$ cat src/rtl/fl_buffer_transmitter_pkg.sv
// ----------------------------------------------------------------------------
// fl_buffer_transmitter_pkg
//
// Shared types for the FrameLink buffer transmitter:
//   tx_state_t    - read-side FSM states (idle, header part, payload part)
//   fl_word_t     - one FL word with its data, REM and active-low delimiters,
//                   carried from the read side through the skid buffer
//   FL_IDLE_WORD  - the value shown on the TX side when nothing is valid
//   SKID_DEPTH    - number of entries in the output skid buffer
//
// fl_word_t is sized by FL_DATA_WIDTH / FL_DREM_WIDTH; the transmitter's
// DATA_WIDTH / DREM_WIDTH parameters must be kept equal to these.
// ----------------------------------------------------------------------------
package fl_buffer_transmitter_pkg;

   localparam int FL_DATA_WIDTH = 64;
   localparam int FL_DREM_WIDTH = 3;
   localparam int SKID_DEPTH    = 2;

   typedef enum logic [1:0] {
      ST_IDLE = 2'd0,
      ST_HDR  = 2'd1,
      ST_PAY  = 2'd2
   } tx_state_t;

   typedef struct packed {
      logic [FL_DATA_WIDTH-1:0] data;
      logic [FL_DREM_WIDTH-1:0] rem;
      logic                     sofN;
      logic                     eofN;
      logic                     sopN;
      logic                     eopN;
   } fl_word_t;

   localparam fl_word_t FL_IDLE_WORD = '{
      data : '0,
      rem  : '0,
      sofN : 1'b1,
      eofN : 1'b1,
      sopN : 1'b1,
      eopN : 1'b1
   };

endpackage

$ cat src/rtl/fl_tx_skid_buffer.sv
// ----------------------------------------------------------------------------
// fl_tx_skid_buffer
//
// Small register FIFO (SKID_DEPTH entries) that decouples the one-cycle
// memory read pipeline from FL backpressure. The head entry is presented
// with an active-high valid/ready pair; the top converts it to FL polarity.
//
// Ports:
//   clk, reset   clock and asynchronous active-high reset
//   push         write push_word this cycle
//   push_word    word (data + tags) coming back from the memory read
//   head_word    oldest stored word
//   head_vld     head_word holds a real word
//   head_rdy     consumer takes head_word this cycle when head_vld is high
//   occupancy    number of stored words
// ----------------------------------------------------------------------------
module fl_tx_skid_buffer
   import fl_buffer_transmitter_pkg::*;
(
   input  logic                            clk,
   input  logic                            reset,
   input  logic                            push,
   input  fl_word_t                        push_word,
   output fl_word_t                        head_word,
   output logic                            head_vld,
   input  logic                            head_rdy,
   output logic [$clog2(SKID_DEPTH):0]     occupancy
);

   localparam int PTR_W = $clog2(SKID_DEPTH);

   fl_word_t          entries [SKID_DEPTH];
   logic [PTR_W-1:0]  wrPtr;
   logic [PTR_W-1:0]  rdPtr;
   logic [PTR_W:0]    count;
   logic              pop;
   logic              pushOk;

   assign head_vld  = (count != '0);
   assign head_word = entries[rdPtr];
   assign occupancy = count;
   assign pop       = head_vld && head_rdy;

   // The read side only issues reads when there is room, so a push into a
   // full buffer should never happen; it is still refused unless a word is
   // leaving in the same cycle, so stored words can never be overwritten.
   assign pushOk    = push && ((count != (PTR_W+1)'(SKID_DEPTH)) || pop);

   // Storage, pointers and fill count. A push and a pop in the same cycle
   // move both pointers and leave the count unchanged.
   always_ff @(posedge clk or posedge reset) begin
      if (reset) begin
         wrPtr <= '0;
         rdPtr <= '0;
         count <= '0;
         for (int i = 0; i < SKID_DEPTH; i++) begin
            entries[i] <= FL_IDLE_WORD;
         end
      end else begin
         if (pushOk) begin
            entries[wrPtr] <= push_word;
            wrPtr          <= wrPtr + PTR_W'(1);
         end
         if (pop) begin
            rdPtr <= rdPtr + PTR_W'(1);
         end
         case ({pushOk, pop})
            2'b10:   count <= count + (PTR_W+1)'(1);
            2'b01:   count <= count - (PTR_W+1)'(1);
            default: count <= count;
         endcase
      end
   end

endmodule

$ cat src/rtl/fl_buffer_transmitter.sv
// ----------------------------------------------------------------------------
// fl_buffer_transmitter
//
// Reads one frame per descriptor from a word-addressed buffer memory and
// sends it out on a FrameLink TX interface. A frame is either two parts
// (header then payload) or, when the header length is zero, payload only.
// Words are tagged with SOF/SOP/EOP/EOF and REM when the read is issued;
// the tags travel with the read data through a two-entry skid buffer.
//
// Ports:
//   clk, reset               clock, asynchronous active-high reset
//   desc_addr                first word address of the frame
//   desc_hdr_len             header length in bytes (0 = single-part frame)
//   desc_pay_len             payload length in bytes (0 is treated as 1)
//   desc_vld / desc_rdy      descriptor handshake
//   rd_addr / rd_en          memory read request
//   rd_data                  memory read data, one cycle after rd_en
//   tx_data, tx_rem          FL data word and index of its last valid byte
//   tx_sof_n .. tx_eop_n     FL delimiters, active low
//   tx_src_rdy_n             FL source ready, active low
//   tx_dst_rdy_n             FL destination ready, active low
//   busy                     frame accepted and not yet fully transferred
//   frame_cnt                frames sent (only with FL_BUFFER_TRANSMITTER_FRAME_CNT_EN)
//
// Build option: define FL_BUFFER_TRANSMITTER_FRAME_CNT_EN to add frame_cnt.
// ----------------------------------------------------------------------------
module fl_buffer_transmitter
   import fl_buffer_transmitter_pkg::*;
#(
   parameter int DATA_WIDTH = FL_DATA_WIDTH,
   parameter int DREM_WIDTH = FL_DREM_WIDTH,
   parameter int ADDR_WIDTH = 10,
   parameter int LEN_WIDTH  = 16
)(
   input  logic                  clk,
   input  logic                  reset,
   input  logic [ADDR_WIDTH-1:0] desc_addr,
   input  logic [LEN_WIDTH-1:0]  desc_hdr_len,
   input  logic [LEN_WIDTH-1:0]  desc_pay_len,
   input  logic                  desc_vld,
   output logic                  desc_rdy,
   output logic [ADDR_WIDTH-1:0] rd_addr,
   output logic                  rd_en,
   input  logic [DATA_WIDTH-1:0] rd_data,
   output logic [DATA_WIDTH-1:0] tx_data,
   output logic [DREM_WIDTH-1:0] tx_rem,
   output logic                  tx_sof_n,
   output logic                  tx_eof_n,
   output logic                  tx_sop_n,
   output logic                  tx_eop_n,
   output logic                  tx_src_rdy_n,
   input  logic                  tx_dst_rdy_n,
   output logic                  busy
`ifdef FL_BUFFER_TRANSMITTER_FRAME_CNT_EN
   ,
   output logic [31:0]           frame_cnt
`endif
);

   localparam int BYTES   = DATA_WIDTH / 8;
   localparam int WORDS_W = LEN_WIDTH - DREM_WIDTH + 1;

   tx_state_t             state;
   tx_state_t             nextState;
   logic                  accept;
   logic                  rdEn;
   logic                  canRead;
   logic                  lastOfPart;

   logic                  descRdyQ;
   logic                  descRdyNext;
   logic                  busyQ;
   logic                  busyNext;

   logic [ADDR_WIDTH-1:0] rdAddrQ;
   logic [WORDS_W-1:0]    wordsLeftQ;
   logic [WORDS_W-1:0]    payWordsQ;
   logic [DREM_WIDTH-1:0] hdrRemQ;
   logic [DREM_WIDTH-1:0] payRemQ;
   logic                  hdrZeroQ;
   logic                  firstQ;

   logic [LEN_WIDTH-1:0]  payLenEff;
   logic [LEN_WIDTH:0]    hdrSum;
   logic [LEN_WIDTH:0]    paySum;
   logic [LEN_WIDTH-1:0]  hdrMinus1;
   logic [LEN_WIDTH-1:0]  payMinus1;
   logic [WORDS_W-1:0]    hdrWordsIn;
   logic [WORDS_W-1:0]    payWordsIn;

   logic                  rdValidQ;
   fl_word_t              rdTag;
   fl_word_t              rdTagQ;
   fl_word_t              skidIn;
   fl_word_t              headWord;
   logic                  headVld;
   logic                  headRdy;
   logic                  txXfer;
   logic [1:0]            occ;
   logic [2:0]            used;

   // Descriptor decode: word counts are ceil(len / BYTES) and the REM of a
   // part's last word is (len - 1) mod BYTES. A zero payload length is
   // handled as a one-byte payload so a frame always ends with an EOF word.
   assign payLenEff  = (desc_pay_len == '0) ? LEN_WIDTH'(1) : desc_pay_len;
   assign hdrSum     = {1'b0, desc_hdr_len} + (LEN_WIDTH+1)'(BYTES - 1);
   assign paySum     = {1'b0, payLenEff}    + (LEN_WIDTH+1)'(BYTES - 1);
   assign hdrWordsIn = hdrSum[LEN_WIDTH:DREM_WIDTH];
   assign payWordsIn = paySum[LEN_WIDTH:DREM_WIDTH];
   assign hdrMinus1  = desc_hdr_len - LEN_WIDTH'(1);
   assign payMinus1  = payLenEff - LEN_WIDTH'(1);

   assign lastOfPart = (wordsLeftQ == WORDS_W'(1));

   // Credit check: a new read is allowed while stored words plus the read
   // already in flight, less the word leaving this cycle, stay below the
   // skid depth. Counting the departing word is what gives one word per
   // cycle when the consumer never stalls.
   assign headRdy = !tx_dst_rdy_n;
   assign txXfer  = headVld && headRdy;
   assign used    = {1'b0, occ} + {2'b00, rdValidQ};
   assign canRead = (used < 3'(SKID_DEPTH)) || (txXfer && (used == 3'(SKID_DEPTH)));

   // FSM state register.
   always_ff @(posedge clk or posedge reset) begin
      if (reset) begin
         state <= ST_IDLE;
      end else begin
         state <= nextState;
      end
   end

   // Next-state and read strobe. The descriptor is taken only in IDLE once
   // the previous frame has fully left (descRdyQ covers both). Each part
   // moves on as its last read is issued, so the header-to-payload change
   // costs no cycle.
   always_comb begin
      nextState = state;
      accept    = 1'b0;
      rdEn      = 1'b0;
      case (state)
         ST_IDLE: begin
            if (desc_vld && descRdyQ) begin
               accept    = 1'b1;
               nextState = (desc_hdr_len != '0) ? ST_HDR : ST_PAY;
            end
         end
         ST_HDR: begin
            if (canRead) begin
               rdEn = 1'b1;
               if (lastOfPart) begin
                  nextState = ST_PAY;
               end
            end
         end
         ST_PAY: begin
            if (canRead) begin
               rdEn = 1'b1;
               if (lastOfPart) begin
                  nextState = ST_IDLE;
               end
            end
         end
         default: begin
            nextState = ST_IDLE;
         end
      endcase
   end

   // Busy runs from descriptor acceptance until the EOF word is handed to
   // the consumer. The ready flag is registered so it stays low in reset and
   // rises one cycle after the frame has gone.
   always_comb begin
      busyNext = busyQ;
      if (txXfer && !headWord.eofN) begin
         busyNext = 1'b0;
      end
      if (accept) begin
         busyNext = 1'b1;
      end
      descRdyNext = (nextState == ST_IDLE) && !busyNext;
   end

   // Tags for the word being read this cycle. Only the first payload word
   // of a payload-only frame carries SOF; header words never carry EOF.
   always_comb begin
      rdTag     = FL_IDLE_WORD;
      rdTag.rem = '1;
      if (state == ST_HDR) begin
         rdTag.sofN = !firstQ;
         rdTag.sopN = !firstQ;
         rdTag.eopN = !lastOfPart;
         if (lastOfPart) begin
            rdTag.rem = hdrRemQ;
         end
      end else begin
         rdTag.sofN = !(firstQ && hdrZeroQ);
         rdTag.sopN = !firstQ;
         rdTag.eopN = !lastOfPart;
         rdTag.eofN = !lastOfPart;
         if (lastOfPart) begin
            rdTag.rem = payRemQ;
         end
      end
   end

   // Read-side datapath: latch the descriptor on accept, then walk the read
   // address (wrapping naturally at the address width) and the per-part word
   // count. The tag of each issued read is held for one cycle so it lines up
   // with the returning memory data.
   always_ff @(posedge clk or posedge reset) begin
      if (reset) begin
         descRdyQ   <= 1'b0;
         busyQ      <= 1'b0;
         rdAddrQ    <= '0;
         wordsLeftQ <= '0;
         payWordsQ  <= '0;
         hdrRemQ    <= '0;
         payRemQ    <= '0;
         hdrZeroQ   <= 1'b0;
         firstQ     <= 1'b0;
         rdValidQ   <= 1'b0;
         rdTagQ     <= FL_IDLE_WORD;
      end else begin
         descRdyQ <= descRdyNext;
         busyQ    <= busyNext;
         rdValidQ <= rdEn;
         if (rdEn) begin
            rdTagQ <= rdTag;
         end
         if (accept) begin
            rdAddrQ    <= desc_addr;
            payWordsQ  <= payWordsIn;
            hdrRemQ    <= hdrMinus1[DREM_WIDTH-1:0];
            payRemQ    <= payMinus1[DREM_WIDTH-1:0];
            hdrZeroQ   <= (desc_hdr_len == '0);
            firstQ     <= 1'b1;
            wordsLeftQ <= (desc_hdr_len == '0) ? payWordsIn : hdrWordsIn;
         end else if (rdEn) begin
            rdAddrQ <= rdAddrQ + ADDR_WIDTH'(1);
            if ((state == ST_HDR) && lastOfPart) begin
               wordsLeftQ <= payWordsQ;
               firstQ     <= 1'b1;
            end else begin
               wordsLeftQ <= wordsLeftQ - WORDS_W'(1);
               firstQ     <= 1'b0;
            end
         end
      end
   end

   // Merge the returning memory data with its delayed tags.
   always_comb begin
      skidIn      = rdTagQ;
      skidIn.data = rd_data;
   end

   fl_tx_skid_buffer u_skid (
      .clk       (clk),
      .reset     (reset),
      .push      (rdValidQ),
      .push_word (skidIn),
      .head_word (headWord),
      .head_vld  (headVld),
      .head_rdy  (headRdy),
      .occupancy (occ)
   );

   // TX side shows the idle word whenever the skid buffer is empty, so stale
   // delimiters from the last frame never appear on the bus.
   always_comb begin
      tx_data      = '0;
      tx_rem       = '0;
      tx_sof_n     = 1'b1;
      tx_eof_n     = 1'b1;
      tx_sop_n     = 1'b1;
      tx_eop_n     = 1'b1;
      tx_src_rdy_n = !headVld;
      if (headVld) begin
         tx_data  = headWord.data;
         tx_rem   = headWord.rem;
         tx_sof_n = headWord.sofN;
         tx_eof_n = headWord.eofN;
         tx_sop_n = headWord.sopN;
         tx_eop_n = headWord.eopN;
      end
   end

   assign rd_en    = rdEn;
   assign rd_addr  = rdAddrQ;
   assign desc_rdy = descRdyQ;
   assign busy     = busyQ;

`ifdef FL_BUFFER_TRANSMITTER_FRAME_CNT_EN
   // Counts frames as their EOF word is transferred; wraps at 2^32.
   always_ff @(posedge clk or posedge reset) begin
      if (reset) begin
         frame_cnt <= '0;
      end else if (txXfer && !headWord.eofN) begin
         frame_cnt <= frame_cnt + 32'd1;
      end
   end
`endif

endmodule

$ cat config.mk
export PLATFORM = sky130hd
export DESIGN_NAME = fl_buffer_transmitter
export DESIGN_NICKNAME = d
export VERILOG_FILES = /design/src/rtl/fl_buffer_transmitter_pkg.sv /design/src/rtl/fl_tx_skid_buffer.sv /design/src/rtl/fl_buffer_transmitter.sv
export SDC_FILE = /design/constraint.sdc
export NUM_CORES = 1
export LEC_CHECK = 0
export CORE_MARGIN = 3
export CORE_UTILIZATION = 57
export DETAILED_ROUTE_END_ITERATION = 16
export PLACE_DENSITY = 0.86
export SYNTH_ARGS = -nofsm -noshare
export SYNTH_HDL_FRONTEND = slang
export SYNTH_SLANG_ARGS = --single-unit
$ cat constraint.sdc
create_clock -name clk -period 17.3 [get_ports clk]
set_input_delay 1.73 -clock clk [delete_from_list [all_inputs] [get_ports clk]]
set_output_delay 1.73 -clock clk [all_outputs]
set_load 0.05 [all_outputs]
==> results.toml <==
[outcome]
status = "finished clean"

[sta]
finalSetupViolCount = 0
slew_headroom = 0.2663
finalClockSkew_ns = 0.01059
grt_setup_unrepaired = "false"
fmax_mhz = 157.9
post-route-min-period_ns = 6.333
maxSlewViolCount = 0
tightestPinTransition_ns = 1.101
final-hold-violation-count = 0
fin_tns_setup_ns = 0
fin_hold_ws_ns = 0.4688
finalCritPeriodShare = 0.3661

[hold_path]
hp-class = "flip-flop to flip-flop"
worst_hold_startpoint = "firstQ$_DFFE_PP0P_"
hold-path-cell-count = 1
holdPathEnd = "rdTagQ[1]$_DFFE_PP1P_"

[placement]
gp_congestion = 0.8417
portBuffers = 194
dp_hpwl_mm = 16.63
dpl_cell_area_um2 = 12440

[cts]
h-tree-depth = 1
cts_inserted_buffers = 22
cts_resized = 0
cts_tree = "yes"
cts_root_buf = "clkbuf_16"
clockBufferDepth = 3
clk_pin_slew_worst_paths_ns = 0.06
clock_latency_ns = 0.50
cts_setup_buffers = 0
ctsHoldBuffers = 0
cts.sinks = 204

[final_layout]
fin_nets = 1222
syn_to_final_growth_pct = 26.71
antenna_cells = 0
fillCellCount = 1204
drive_gt1_frac = 0.1930
design_area_um2 = 13160

[floorplan]
die-area_um2 = 19880
die_h_um = 141.0
rows = 48
initial_core_util = 0.5922
ios = 195
die_w_um = 141.0
core_area_um2 = 17540

[global_routing]
grt_pass1_vias = 7806
antenna_found_initial = 0
grt.met2_usage = 0.4133
grt_max_degree = 136
track_usage = 0.2442
met1_usage = 0.3362
grt.busiest_layer = "met2"
overflow = 0
use_met3 = 0.03290
grt_pass1_wl_mm = 40.07

[synth]
synth_nets = 1050
synth.most_common_cell = "dfrtp_1"
ys.flop_type = "dfrtp_1"
ys_warn_count = 0
synth.distinct_cells = 65
synth.largest_area_cell = "dfrtp_1"
avgSynthCellArea_um2 = 11.21
netlist_instances = 926
ys_async_sr_fraction = 1.000
synth_top_area_frac = 0.4627
synth_edf_count = 0
netlist_area_um2 = 10380
ys_top_cells_by_count = "dfrtp_1 (192), mux2_2 (142), nor2_1 (98)"
netlist_top_cells_area = "dfrtp_1 (46%), mux2_2 (15%), mux2i_1 (7.3%)"
ys_seq_area_frac = 0.4930
ys_seq_elements = 204

[setup_path]
r2r_start = "u_skid.occupancy[0]$_DFFE_PP0P_"
critPathKind = "input port to output pin"
r2r_cells = 9
arrival_ns = 4.60
ff2ff_setup_slack_ns = 14.03
critPathCaptureType = "output pin"
cp-start-kind = "input port"
crit_start = "tx_dst_rdy_n"
r2r_end = "wordsLeftQ[0]$_DFFE_PP0P_"
required_ns = 15.57
worst-path-max-fanout = 32

[routing]
wl_per_cell_um = 18.26
drt_iter0_drc = 454
via_per_inst = 5.754
drc_errors = 0
totalWireLength_mm = 24.45
postRouteAntennaNets = 0
vias = 7705
drt_pass1_iterations = 5

[pwr]
p_leak_nw = 5.494
p_int_mw = 1.573
seqPwrFrac = 0.306
design_power_total_mw = 2.816
cellPowerDensity_nw_per_um2 = 214.0
combPwrFrac = 0.529
power_switching_mw = 1.243
pwr-share-clk = 0.165
ir_drop_v = 0.0001716
swShare = 0.4415

[run]
max_cap_violations = 0
==> power by group through the flow <==
| stage | Sequential, mW | Combinational [mW] | Clock, mW |
|---|---|---|---|
| final | 0.862 | 1.49 | 0.464 |
| after CTS | 0.860 | 1.51 | 0.472 |
| after detailed placement | 0.866 | 1.50 | 0 |
| after global routing | 0.890 | 1.59 | 0.493 |
| after floorplan | 0.850 | 1.06 | 0 |
| after global placement | 0.849 | 1.47 | 0 |
==> metrics by stage <==
step / utilization / std cells / setup WS, ns
5_1_grt: 0.7504 / 1339 / 10.79
3_5_place_dp: 0.7093 / 1299 / 11.00
4_1_cts: 0.7504 / 1339 / 10.99
3_3_place_gp: 0.7093 / 1299 / 11.00
6_report: 0.7504 / 1339 / 10.97
2_1_floorplan: - / 926 / 10.02
==> registers in the layout (all words and copies together), names as in the netlist <==
signal	count
rd_addr	10
payWordsQ	14
wordsLeftQ	14
u_skid.wrPtr	1
hdrZeroQ	1
desc_rdy	1
busy	1
payRemQ	3
firstQ	1
u_skid.rdPtr	1
u_skid.entries	142
rdValidQ	1
u_skid.occupancy	2
rdTagQ	7
state	2
hdrRemQ	3
==> critical path, cell delays in order <==
cell	delay [ns]
clkdlybuf4s50_1	0.54
o21ba_2	0.22
a22oi_2	0.75
inv_2	0.50
clkdlybuf4s50_1	0.85
==> final cells by class <==
type	count	area (um^2)	area share
Timing Repair Buffer	200	1987	0.1510
Tap cell	225	281.5	0.02139
Clock buffer	34	625.6	0.04754
Sequential cell	204	5124	0.3894
Multi-Input combinational cell	651	4969	0.3776
Inverter	19	78.83	0.005990
Clock inverter	6	93.84	0.007131
==> cell families (layout without fill, tap and decap cells) <==
logic type,count (synthesis),count (layout),share of synthesized area
buffers and inverters,71,259,0.03000
AO/OA/AOI/OAI,135,135,0.08699
AND/OR/NAND/NOR,260,260,0.1257
flip-flops,204,204,0.4930
XOR/XNOR,24,24,0.02024
multiplexers,218,218,0.2272
adder cells (fa/ha/maj),14,14,0.01687
==> worst max-delay path by stage <==
| stage | end | slack (ns) | depth (start not counted) |
|---|---|---|---|
| floorplan | busy$_DFF_PP0_ | 10.02 | 1 |
| global placement | rd_en | 11.00 | 5 |
| detailed placement | rd_en | 11.00 | 5 |
| CTS | rd_en | 10.99 | 5 |
| global route | rd_en | 10.79 | 5 |
| finish | rd_en | 10.97 | 5 |
==> per-layer routing <==
metal	part of all wire	vias up
met2	0.49	204
met1	0.45	3791
met3	0.045	35
li1	-	3675
met5	0	-
met4	0.020	0
==> placed cells by master, fill, tap and decap left out, drive strengths merged, types with 4 or more instances in the layout <==
cell and instances:
nand4 11, dfrtp 192, nor2 98, nor3b 4, nand3 16, xnor2 12, nor4b 6, ha 14
or3 5, a21oi 22, xor2 12, o21ai 43, nor3 19, o221ai 5, dfstp 12, and4 8
clkbuf 34, or4 5, nor4 9, a2bb2oi 10, clkdlybuf4s50 194, o21a 9, nor2b 5, o2bb2ai 4
mux2i 76, a31oi 10, and3 4, o22ai 5, nand2 60, mux2 142, o211ai 6, buf 6
inv 19
No activity file was read; power rests on OpenSTA's default activity.
